[src/rtl/br_flow_xbar_wrr_pkg.sv]
// Index helpers for the weighted round-robin flow crossbar.
// Each consumer keeps its own widths as local parameters.
package br_flow_xbar_wrr_pkg;

    function automatic int wrap_inc(input int idx, input int n);
        return (idx + 1 >= n) ? 0 : idx + 1;
    endfunction

    function automatic int circ_idx(input int start, input int offset, input int n);
        return (start + offset) % n;
    endfunction

endpackage

[src/rtl/br_arb_wrr.sv]
// Weighted round-robin arbiter: the holder keeps priority until it has used
// its weight in credits, then the search starts just past it.
module br_arb_wrr
    import br_flow_xbar_wrr_pkg::*;
#(
    parameter int NumRequesters = 2,
    parameter int MaxWeight = 4,
    localparam int WeightWidth = $clog2(MaxWeight + 1),
    localparam int IdWidth = $clog2(NumRequesters)
) (
    input  logic                                    clk,
    input  logic                                    rst,
    input  logic [NumRequesters-1:0]                request,
    input  logic [NumRequesters-1:0][WeightWidth-1:0] weight,
    input  logic                                    enable_priority_update,
    output logic [NumRequesters-1:0]                grant,
    output logic [IdWidth-1:0]                      grant_id
);

    logic [IdWidth-1:0]     holder;
    logic [WeightWidth-1:0] used;
    logic [WeightWidth-1:0] hold_w;
    logic                   found;
    int                     start;
    int                     idx;

    always_comb begin
        hold_w   = (weight[holder] == '0) ? WeightWidth'(1) : weight[holder];
        start    = (used < hold_w) ? int'(holder) : wrap_inc(int'(holder), NumRequesters);
        grant    = '0;
        grant_id = '0;
        found    = 1'b0;
        idx      = 0;
        for (int k = 0; k < NumRequesters; k++) begin
            idx = circ_idx(start, k, NumRequesters);
            if (!found && request[IdWidth'(idx)]) begin
                grant[IdWidth'(idx)] = 1'b1;
                grant_id             = IdWidth'(idx);
                found                = 1'b1;
            end
        end
    end

    // Reset leaves credit exhausted on the last flow so flow 0 goes first.
    always_ff @(posedge clk) begin
        if (rst) begin
            holder <= IdWidth'(NumRequesters - 1);
            used   <= WeightWidth'(MaxWeight);
        end else if (enable_priority_update && found) begin
            if (grant_id == holder) begin
                if (used < WeightWidth'(MaxWeight)) used <= used + WeightWidth'(1);
            end else begin
                holder <= grant_id;
                used   <= WeightWidth'(1);
            end
        end
    end

endmodule

[src/rtl/br_flow_xbar_wrr.sv]
// Flow crossbar with one weighted round-robin arbiter per output and an
// optional one-entry forward register in front of each pop port.
module br_flow_xbar_wrr
    import br_flow_xbar_wrr_pkg::*;
#(
    parameter int NumPushFlows = 2,
    parameter int NumPopFlows = 2,
    parameter int Width = 1,
    parameter int MaxWeight = 4,
    parameter bit RegisterPopOutputs = 1'b0,
    localparam int WeightWidth = $clog2(MaxWeight + 1),
    localparam int SrcWidth = $clog2(NumPushFlows),
    localparam int DestWidth = $clog2(NumPopFlows)
) (
    input  logic                                     clk,
    input  logic                                     rst,
    input  logic [NumPushFlows-1:0][WeightWidth-1:0] config_weight,
    output logic [NumPushFlows-1:0]                  push_ready,
    input  logic [NumPushFlows-1:0]                  push_valid,
    input  logic [NumPushFlows-1:0][Width-1:0]       push_data,
    input  logic [NumPushFlows-1:0][DestWidth-1:0]   push_dest_id,
    input  logic [NumPopFlows-1:0]                   pop_ready,
    output logic [NumPopFlows-1:0]                   pop_valid,
    output logic [NumPopFlows-1:0][Width-1:0]        pop_data,
    output logic [NumPopFlows-1:0][SrcWidth-1:0]     pop_src_id
);

    logic [NumPopFlows-1:0][NumPushFlows-1:0] request;
    logic [NumPopFlows-1:0][NumPushFlows-1:0] grant;
    logic [NumPopFlows-1:0][SrcWidth-1:0]     grant_id;
    logic [NumPopFlows-1:0]                   enable_priority_update;
    logic [NumPopFlows-1:0]                   stage_ready;

    for (genvar i = 0; i < NumPushFlows; i++) begin : g_push
        a_dest_legal: assert property (@(posedge clk) disable iff (rst)
            push_valid[i] |-> (32'(push_dest_id[i]) < NumPopFlows));
    end

    for (genvar p = 0; p < NumPopFlows; p++) begin : g_pop
        logic             arb_valid;
        logic [Width-1:0] arb_data;

        for (genvar i = 0; i < NumPushFlows; i++) begin : g_req
            assign request[p][i] = push_valid[i] & (push_dest_id[i] == DestWidth'(p));
        end

        br_arb_wrr #(
            .NumRequesters(NumPushFlows),
            .MaxWeight    (MaxWeight)
        ) u_arb (
            .clk                   (clk),
            .rst                   (rst),
            .request               (request[p]),
            .weight                (config_weight),
            .enable_priority_update(enable_priority_update[p]),
            .grant                 (grant[p]),
            .grant_id              (grant_id[p])
        );

        // Grant is one-hot or zero, so an OR-mux is enough.
        always_comb begin
            arb_data = '0;
            for (int i = 0; i < NumPushFlows; i++) begin
                if (grant[p][i]) arb_data = arb_data | push_data[i];
            end
        end

        assign arb_valid                 = (|grant[p]) & ~rst;
        assign enable_priority_update[p] = arb_valid & stage_ready[p];

        if (RegisterPopOutputs) begin : g_reg
            logic                full;
            logic [Width-1:0]    data_q;
            logic [SrcWidth-1:0] src_q;

            assign stage_ready[p] = ~full | pop_ready[p];

            always_ff @(posedge clk) begin
                if (rst) begin
                    full <= 1'b0;
                end else if (stage_ready[p]) begin
                    full <= arb_valid;
                end
            end

            always_ff @(posedge clk) begin
                if (stage_ready[p] && arb_valid) begin
                    data_q <= arb_data;
                    src_q  <= grant_id[p];
                end
            end

            assign pop_valid[p]  = full;
            assign pop_data[p]   = data_q;
            assign pop_src_id[p] = src_q;
        end else begin : g_comb
            assign stage_ready[p] = pop_ready[p];
            assign pop_valid[p]   = arb_valid;
            assign pop_data[p]    = arb_data;
            assign pop_src_id[p]  = grant_id[p];
        end
    end

    always_comb begin
        push_ready = '0;
        for (int p = 0; p < NumPopFlows; p++) begin
            push_ready = push_ready | (grant[p] & {NumPushFlows{stage_ready[p]}});
        end
        if (rst) push_ready = '0;
    end

endmodule

[config.mk]
export PLATFORM = sky130hd
export DESIGN_NAME = br_flow_xbar_wrr
export DESIGN_NICKNAME = d
export VERILOG_FILES = /design/src/rtl/br_flow_xbar_wrr_pkg.sv /design/src/rtl/br_arb_wrr.sv /design/src/rtl/br_flow_xbar_wrr.sv
export SDC_FILE = /design/constraint.sdc
export NUM_CORES = 1
export LEC_CHECK = 0
export ABC_AREA = 1
export CORE_ASPECT_RATIO = 1.2
export CORE_MARGIN = 3
export CORE_UTILIZATION = 51
export DETAILED_ROUTE_END_ITERATION = 7
export HOLD_SLACK_MARGIN = 0.15
export PLACE_DENSITY = 0.85
export SYNTH_ARGS = -nofsm -noshare
export SYNTH_HDL_FRONTEND = slang
export SYNTH_HIERARCHICAL = 1
export SYNTH_SLANG_ARGS = --single-unit
[constraint.sdc]
create_clock -name clk -period 5.74 [get_ports clk]
set_input_delay 1.148 -clock clk [delete_from_list [all_inputs] [get_ports clk]]
set_output_delay 1.148 -clock clk [all_outputs]
set_load 0.05 [all_outputs]
==> flow_summary.yaml <==
drt:
  top_layer_used: "met4"
  wirelength_met1_um: 755
  drc_errors: 0
  drt_iter0_drc: 15
  drt_wl_total_um: 1780
  viasPerCell: 4.66
  firstDrtPassIters: 4
  detail-route-antenna-nets: 0
  met3_length_um: 39
  vias: 880
  met2_length_um: 960
  routedWlPerCell_um: 9.39
setup_path:
  cp_max_fo: 3
  worstSetupStartpoint: "config_weight[5]"
  path_buf_inv: 4
  path_delay_family: "buffers and inverters"
  startpoint_type: "primary input"
  endpoint_kind: "primary output"
  cpMaxStageDelayCell: "clkdlybuf4s50_1"
  critPathMaxStageDelay_ns: 0.82
  crit_arrival_ns: 3.92
  crit_required_ns: 4.59
  path_class: "in2out"
  r2r_start: "g_pop[1].u_arb/holder"
  crit_chain: "clkdlybuf4s50_1 -> inv_1 -> nand2_1 -> nand2_2 -> ha_1 -> a21oi_1 -> nand2_2 -> xor2_1 -> inv_1 -> nor2_1 -> nand2_1 -> a21oi_1 -> clkdlybuf4s50_1"
grt:
  grt_pass1_wl_um: 3130
  grt_max_degree: 10
  antenna_found_initial: 0
  grt_pass1_vias: 828
  overflow: 0
  grt_use_total_pct: 18.1
timing:
  hold_viol_final: 0
  setup_viol: 0
  fin_worst_skew_ns: 0.0000651
  clock.fmax_mhz: 197
  tns_ns: 0
  fin_crit_ns: 5.07
  holdWs_ns: 0.542
  rsz0062_at_grt: "false"
  tightest_slew_ns: 1.03
  min_period_over_period_pct: 88.2
  slew-limit-headroom_pct: 31.3
  worst_slack_ns: 0.675
  slew_violations: 0
logic_synthesis:
  yosysWarningCount: 6
  avgSynthCellArea_sq_um: 5.58
  syn_nets: 177
  synthCells: 155
  syn-cell-area_sq_um: 865
final_layout:
  n_fill_cell: 133
  layout.nets: 196
  multi_input_area_sq_um: 539
  regArea_sq_um: 160
  final_core_utilization_pct: 70.0
  area_growth_pct: 23.0
  stdcell_area_sq_mm: 0.00106
  drive_above_1_share_pct: 11.0
  insertedDiodeCount: 0
die:
  rows: 15
  coreArea_sq_mm: 0.00152
  die_y_um: 51.1
  dieArea_sq_mm: 0.00223
  initial_utilization_pct: 56.9
  die_w_um: 43.6
  ioPinCount: 24
cts:
  cts_tree: "built"
  clock_sinks: 8
  cts_resized: 0
  cts.path.max_buffers: 2
  h-tree-depth: 1
  clk_latency_ns: 0.25
  ctsHoldBuffers: 0
  numCtsBuffers: 3
  cts_setup_buffers: 0
  cts_root_buf: "clkbuf_4"
  clk_pin_slew_ns: 0.05
placed_design:
  routabilityCongestion: 0.834
  portBuffers: 20
  place_ws_ns: 0.682
  placed_area_sq_mm: 0.00104
  dp_hpwl_um: 1570
power_and_ir_drop:
  powerDensity_mw_per_mm2: 150
  p_leak_nw: 0.641
  ir_worst_vdd_mv: 0.148
hold_path:
  worstHoldStart: "g_pop[0].u_arb/holder"
  hold_class: "reg2reg"
run_status:
  status: "complete, no violations"
job:
  max_cap_viol_count: 0
==> cell usage in the layout, fill, tap and decap left out, drive strengths merged <==
master,instances
nand2,66
inv,32
clkdlybuf4s50,20
nor2,13
dfxtp,8
a21oi,7
ha,6
nand3,6
clkbuf,3
o21ai,3
nor3,2
xor2,2
nand4,2
conb,2
==> stage by stage <==
stage | cells | total power, mW
global placement | 186 | 0.118
finish | 189 | 0.159
detailed placement | 186 | 0.120
floorplan | 155 | 0.102
CTS | 189 | 0.161
global route | 189 | 0.171
==> worst paths after layout <==
path / slack (ns) / end / cells past startpoint
setup / recovery: 0.67 / push_ready[0] / 13
hold / removal: 0.54 / g_pop[0].u_arb/holder / 2
setup reg to reg: 3.21 / g_pop[1].u_arb/holder / 16
hold reg to reg: 0.54 / g_pop[0].u_arb/holder / 2
==> report_power, final <==
group | switching [mW] | total (mW) | internal (mW)
registers | 0.00132 | 0.0582 | 0.0569
clock network | 0.0167 | 0.0405 | 0.0238
logic | 0.0366 | 0.0604 | 0.0237
total | 0.0546 | 0.159 | 0.104
==> layer usage <==
layer / vias to the layer above / track usage (%)
met2: 9 / 34.0
met3: 4 / 5.28
met5: - / 0
met1: 374 / 19.4
met4: 0 / 3.52
li1: 493 / -
==> sequential cells by signal, indices dropped and copies added, names as in the netlist <==
| register | cells |
|---|---|
| g_pop.u_arb/holder | 2 |
| g_pop.u_arb/used | 6 |
==> worst register-to-register path: stages (launching register included) <==
cell and delay, ns:
dfxtp_1 0.42, inv_2 0.09, nand2_1 0.07, nand2_1 0.06
ha_1 0.29, a21oi_1 0.23, nand2_1 0.12, xor2_1 0.18
inv_1 0.05, nor2_1 0.16, nor2_1 0.09, nor3_1 0.13
nand2_1 0.07, inv_1 0.14, nand2_1 0.11, a21oi_1 0.12
o21ai_0 0.09
==> area by class of cell <==
type                    instances  area share (%)
well taps                      17            2.00
multi-input cells             109            50.7
inverters                      32            11.3
clock buffers                   3            2.12
repair buffers                 20            18.8
flip-flops and latches          8            15.1
Power figures use the tool's default switching activity.
